`src/rtl/word_reader_if.sv`:
```
// Key-word buffer bus: key writes and control in, keyed readout stream and status out.
// Latency: wires only, no storage.
// Backpressure: rd_valid/rd_ready handshake on the readout side; the write side has none.
interface word_reader_if #(
    parameter int KEY_W = 4
);
    logic             wr_valid;
    logic [KEY_W-1:0] wr_key;
    logic             clear;
    logic             start;
    logic             rd_ready;
    logic             rd_valid;
    logic [KEY_W-1:0] rd_key;
    logic [2:0]       rd_index;
    logic [2:0]       len;
    logic             busy;
    logic             done;

    // Producer/consumer side that drives keys and controls, and watches the readout.
    modport master (
        output wr_valid, wr_key, clear, start, rd_ready,
        input  rd_valid, rd_key, rd_index, len, busy, done
    );

    // The word_reader itself.
    modport slave (
        input  wr_valid, wr_key, clear, start, rd_ready,
        output rd_valid, rd_key, rd_index, len, busy, done
    );
endinterface

```
`src/rtl/word_reader.sv`:
```
// Stores up to 7 key codes typed in IDLE and replays them as a valid/ready stream on start.
// Latency: a write lands on the strobe edge; the first beat appears one cycle after start.
// Backpressure: rd_ready=0 stalls readout with rd_key/rd_index held; writes are never stalled.
// Build option: define WORD_READER_REVERSE_EN to read slots from len-1 down to 0.
module word_reader #(
    parameter int KEY_W = 4
) (
    input  logic          clk,
    input  logic          reset,
    word_reader_if.slave  bus
);

    typedef enum logic [1:0] {
        ST_IDLE = 2'd0,
        ST_SEND = 2'd1,
        ST_DONE = 2'd2
    } state_t;

    localparam logic [2:0] LEN_MAX = 3'd7;

    state_t           state_q, state_d;
    logic [2:0]       len_q,   len_d;
    logic [2:0]       idx_q,   idx_d;
    logic [KEY_W-1:0] buf_q [0:6];
    logic [KEY_W-1:0] buf_d [0:6];

    logic [2:0]       first_idx;
    logic [2:0]       next_idx;
    logic             last_beat;

    // Readout direction: where a word starts, how the index steps, and which slot ends it.
`ifdef WORD_READER_REVERSE_EN
    assign first_idx = len_q - 3'd1;
    assign next_idx  = idx_q - 3'd1;
    assign last_beat = (idx_q == 3'd0);
`else
    assign first_idx = 3'd0;
    assign next_idx  = idx_q + 3'd1;
    assign last_beat = (idx_q == (len_q - 3'd1));
`endif

    // Next-state logic: clear beats start beats write in IDLE; SEND/DONE ignore writes and start.
    always_comb begin
        state_d = state_q;
        len_d   = len_q;
        idx_d   = idx_q;
        buf_d   = buf_q;
        unique case (state_q)
            ST_IDLE: begin
                if (bus.clear) begin
                    len_d = 3'd0;
                end else if (bus.start) begin
                    // Empty word skips SEND so done still pulses with no beats.
                    if (len_q != 3'd0) begin
                        state_d = ST_SEND;
                        idx_d   = first_idx;
                    end else begin
                        state_d = ST_DONE;
                    end
                end else if (bus.wr_valid && (len_q != LEN_MAX)) begin
                    buf_d[len_q] = bus.wr_key;
                    len_d        = len_q + 3'd1;
                end
            end
            ST_SEND: begin
                // Abort wins; a beat accepted on the same edge has already been delivered.
                if (bus.clear) begin
                    state_d = ST_IDLE;
                    len_d   = 3'd0;
                    idx_d   = 3'd0;
                end else if (bus.rd_ready) begin
                    if (last_beat) begin
                        state_d = ST_DONE;
                        idx_d   = 3'd0;
                    end else begin
                        idx_d   = next_idx;
                    end
                end
            end
            ST_DONE: begin
                state_d = ST_IDLE;
            end
            default: begin
                state_d = ST_IDLE;
            end
        endcase
    end

    // Control state with asynchronous reset.
    always_ff @(posedge clk or posedge reset) begin
        if (reset) begin
            state_q <= ST_IDLE;
            len_q   <= 3'd0;
            idx_q   <= 3'd0;
        end else begin
            state_q <= state_d;
            len_q   <= len_d;
            idx_q   <= idx_d;
        end
    end

    // Key storage needs no reset: only slots below len are ever read.
    always_ff @(posedge clk) begin
        buf_q <= buf_d;
    end

    // Outputs decode from state only, so reset clears them without waiting for a clock.
    always_comb begin
        bus.rd_valid = (state_q == ST_SEND);
        bus.rd_key   = '0;
        bus.rd_index = 3'd0;
        if (state_q == ST_SEND) begin
            bus.rd_key   = buf_q[idx_q];
            bus.rd_index = idx_q;
        end
        bus.len  = len_q;
        bus.busy = (state_q != ST_IDLE);
        bus.done = (state_q == ST_DONE);
    end

endmodule

```
`src/flat_wrapper.sv`:
```
// flat-port wrapper written by rule: the top's interface ports become plain ports
module word_reader_flat 
#(
    parameter int KEY_W = 4
)
  (clk, reset, bus_wr_valid, bus_wr_key, bus_clear, bus_start, bus_rd_ready, bus_rd_valid, bus_rd_key, bus_rd_index, bus_len, bus_busy, bus_done);
  word_reader_if #(.KEY_W(KEY_W)) bus_i ();
  input  logic clk;
  input  logic reset;
  input wire logic [$bits(bus_i.wr_valid)-1:0] bus_wr_valid;
  input wire logic [$bits(bus_i.wr_key)-1:0] bus_wr_key;
  input wire logic [$bits(bus_i.clear)-1:0] bus_clear;
  input wire logic [$bits(bus_i.start)-1:0] bus_start;
  input wire logic [$bits(bus_i.rd_ready)-1:0] bus_rd_ready;
  output wire logic [$bits(bus_i.rd_valid)-1:0] bus_rd_valid;
  output wire logic [$bits(bus_i.rd_key)-1:0] bus_rd_key;
  output wire logic [$bits(bus_i.rd_index)-1:0] bus_rd_index;
  output wire logic [$bits(bus_i.len)-1:0] bus_len;
  output wire logic [$bits(bus_i.busy)-1:0] bus_busy;
  output wire logic [$bits(bus_i.done)-1:0] bus_done;
  assign bus_i.wr_valid = bus_wr_valid;
  assign bus_i.wr_key = bus_wr_key;
  assign bus_i.clear = bus_clear;
  assign bus_i.start = bus_start;
  assign bus_i.rd_ready = bus_rd_ready;
  assign bus_rd_valid = bus_i.rd_valid;
  assign bus_rd_key = bus_i.rd_key;
  assign bus_rd_index = bus_i.rd_index;
  assign bus_len = bus_i.len;
  assign bus_busy = bus_i.busy;
  assign bus_done = bus_i.done;
  word_reader #(.KEY_W(KEY_W)) u_core (.clk(clk), .reset(reset), .bus(bus_i));
endmodule
```
`config.mk`:
```
export PLATFORM = sky130hd
export DESIGN_NAME = word_reader_flat
export DESIGN_NICKNAME = d
export VERILOG_FILES = /design/src/rtl/word_reader_if.sv /design/src/rtl/word_reader.sv /design/src/flat_wrapper.sv
export SDC_FILE = /design/constraint.sdc
export NUM_CORES = 1
export LEC_CHECK = 0
export ABC_AREA = 1
export CAP_MARGIN = 20
export CORE_MARGIN = 3
export CORE_UTILIZATION = 35
export CTS_CLUSTER_DIAMETER = 50
export CTS_CLUSTER_SIZE = 30
export DETAILED_ROUTE_END_ITERATION = 10
export PLACE_DENSITY = 0.52
export SLEW_MARGIN = 20
export SYNTH_ARGS = -nofsm -noshare
export SYNTH_HDL_FRONTEND = slang
export SYNTH_SLANG_ARGS = --single-unit
```
`constraint.sdc`:
```
create_clock -name clk -period 3.5 [get_ports clk]
set_input_delay 1.05 -clock clk [delete_from_list [all_inputs] [get_ports clk]]
set_output_delay 1.05 -clock clk [all_outputs]
set_load 0.01 [all_outputs]
```
==> metrics <==
Hold Buf Count CTS=0; placed inst area=2000 um^2; clock sinks=36; Critical Path Fanout Max=12; Worst-Skew Late Latency=280 ps; Clock Skew=7.47 ps; post-synthesis cell type count=19; initial DRC count=103; RSZ-0062 raised after global routing=false; CTS buffer count=5; CTS tree=built; Switching Share=0.335; internal power=754 uW; Post-synth ARST share=0.222; CTS H-tree depth=2; Worst path slowest cell=clkdlybuf4s50_1; cell accounting for the most synthesized area=edfxtp_1; most frequent cells after synthesis=nand2_1, edfxtp_1, nor2_1, o21ai_0, inv_1; Core ar.=4530 um^2; # rows=24; CP max stage delay=540 ps; Post-synth EDFFs=28; Die X=75.9 um; fin cells=267; Die H=75.9 um; fin util=0.460; vias in the first global route=1253; fin nets=216; Via-to-Cell Ratio=4.61; fin crit share=0.920; Comb pwr share=0.302; Filler cells=425; Yosys reg bits=36; antenna cells=0; Post-Route WL=3670 um; worst hold path class=flip-flop to flip-flop; setup_tns=0 ps; via count=1231; max-cap violations=0; CP Launch Type=flip-flop; Multi-input gate area=588 um^2; Layout Area Growth over Synthesis=22.1%; Leak=0.000802 uW; CTS clk-pin slew, worst paths=70 ps; io pins=23; clock power share=0.245; Slew Viols, Final=0; most common cell in the netlist=nand2_1; CP Capture Type=primary output; post-cts repair resize count=0; Hold Violations, Final=0; Avg Inst Size Synth=9.82 um^2; share of cells above drive strength 1=0.0941; Worst Setup SP=u_core.idx_q[1]; Max transition margin=0.600; Max Clock Freq=311 MHz; Post-Syn Instances=174; DIE AREA=5750 um^2; critical path class=flip-flop to primary output; Synthesized Nets=189; final global-route overflow total=0; status=complete, no violations; starting density of the core=0.377; largest net degree at the start of global routing=20; Synth Flop Type=edfxtp_1; post-route ant nets=0; top cells by area, synth=edfxtp_1, dfrtp_1, nand2_1; CP required=2450 ps; postcts setup bufs=0; Critical Path, Cell by Cell=inv_1, o21ai_0, o22ai_1, nand3_1, nand2_1, clkdlybuf4s50_1; global-route wire length before repair=6000 um; switching power=380 uW; final instance area=2090 um^2; WL/cell=13.7 um; Flop pwr share=0.453; Ys Warns=0; Tot GR Track Use=0.146; drc violations=0; Synth top area share=0.492; setup violators final=0; sequential fraction of the synthesis area=0.610; Port-buffer cells=22; r2r startpoint=u_core.bus.len[1]; worst slew pin tran=596 ps; initial antenna violation count=0; placed cells=259; peak supply drop=0.287 mV; PwrDens=544 nW/um^2; dpl hpwl=2830 um; HP Start=u_core.state_q[0]; clk buf depth=2; register area=1040 um^2; First-pass DRT Iterations=4; GP Congestion=0.831; Synth Cell Area=1710 um^2; Worst EP arrival=2170 ps; Final min period=3220 ps; root buffer cell=clkbuf_8
## through the flow
| step | setup WS [ps] | hold WS (ps) | power, uW |
|---|---|---|---|
| 2_1_floorplan | 1270 | 501 | 737 |
| 3_3_place_gp | 599 | 539 | 862 |
| 3_5_place_dp | 601 | 548 | 863 |
| 4_1_cts | 310 | 564 | 1140 |
| 5_1_grt | 144 | 615 | 1220 |
| 6_report | 281 | 563 | 1130 |
## power groups by stage
stage	clock, uW	combinational, uW	sequential, uW
global route	307	389	518
global placement	0	340	522
CTS	283	343	513
finish	278	342	514
floorplan	0	219	518
detailed placement	0	341	522
## critical path: cells and delay by family, from the launching register on
| kind | cells | cell delay [ps] |
|---|---|---|
| and+or+nand+nor | 2 | 190 |
| DFF | 1 | 510 |
| buffers and inverters | 2 | 810 |
| AOI/OAI and AO/OA | 2 | 380 |
## cell type report
cell class,count,area share
clock buffer,6,0.0348
clock inverter,2,0.00540
inverter,17,0.0306
multi-input combinational,118,0.282
sequential,36,0.499
tap,65,0.0390
timing repair buffer,23,0.109
## cells by family (layout without fill, tap and decap cells)
family / after synthesis / in the layout / synth area share
AOI/OAI and AO/OA: 27 / 27 / 0.0820
xor gates and xnor gates: 1 / 1 / 0.00513
adders and majority gates: 5 / 5 / 0.0366
buffers and inverters: 20 / 48 / 0.0462
DFF: 36 / 36 / 0.610
and+or+nand+nor: 85 / 85 / 0.221
## state kept, by name, summed over array words and instances (netlist names)
register,flops
u_core.buf_q,28
u_core.idx_q,3
u_core.state_q,2
u_core.bus.len,3
## worst paths after layout
kind	to	slack (ps)	cells past startpoint
max	bus_rd_key[3]	280	6
min	u_core.state_q[0]	560	2
max reg2reg	u_core.buf_q[8]	1230	7
min reg2reg	u_core.state_q[0]	560	2
max in group asynchronous	u_core.bus.len[2]	2220	2
min in group asynchronous	u_core.state_q[1]	1030	2
## per-layer routing
layer	up-vias	wire length, um	global-route usage	share of wire
li1	645	-	-	-
met1	554	1630	0.196	0.44
met2	27	1800	0.229	0.49
met3	5	196	0.0369	0.053
met4	0	41	0.0524	0.011
met5	-	0	0	0
## cells in the final DEF (no fill, tap or decap), drive strengths merged
cell type	count
a21oi	1
edfxtp	28
nor3	8
o21ai	22
nand3	12
nand4	1
nand2	38
inv	17
ha	5
clkinv	1
dfrtp	8
xor2	1
clkinvlp	1
buf	1
clkbuf	6
clkdlybuf4s50	22
o22ai	4
nor2	26
Power figures use the tool's default switching activity.
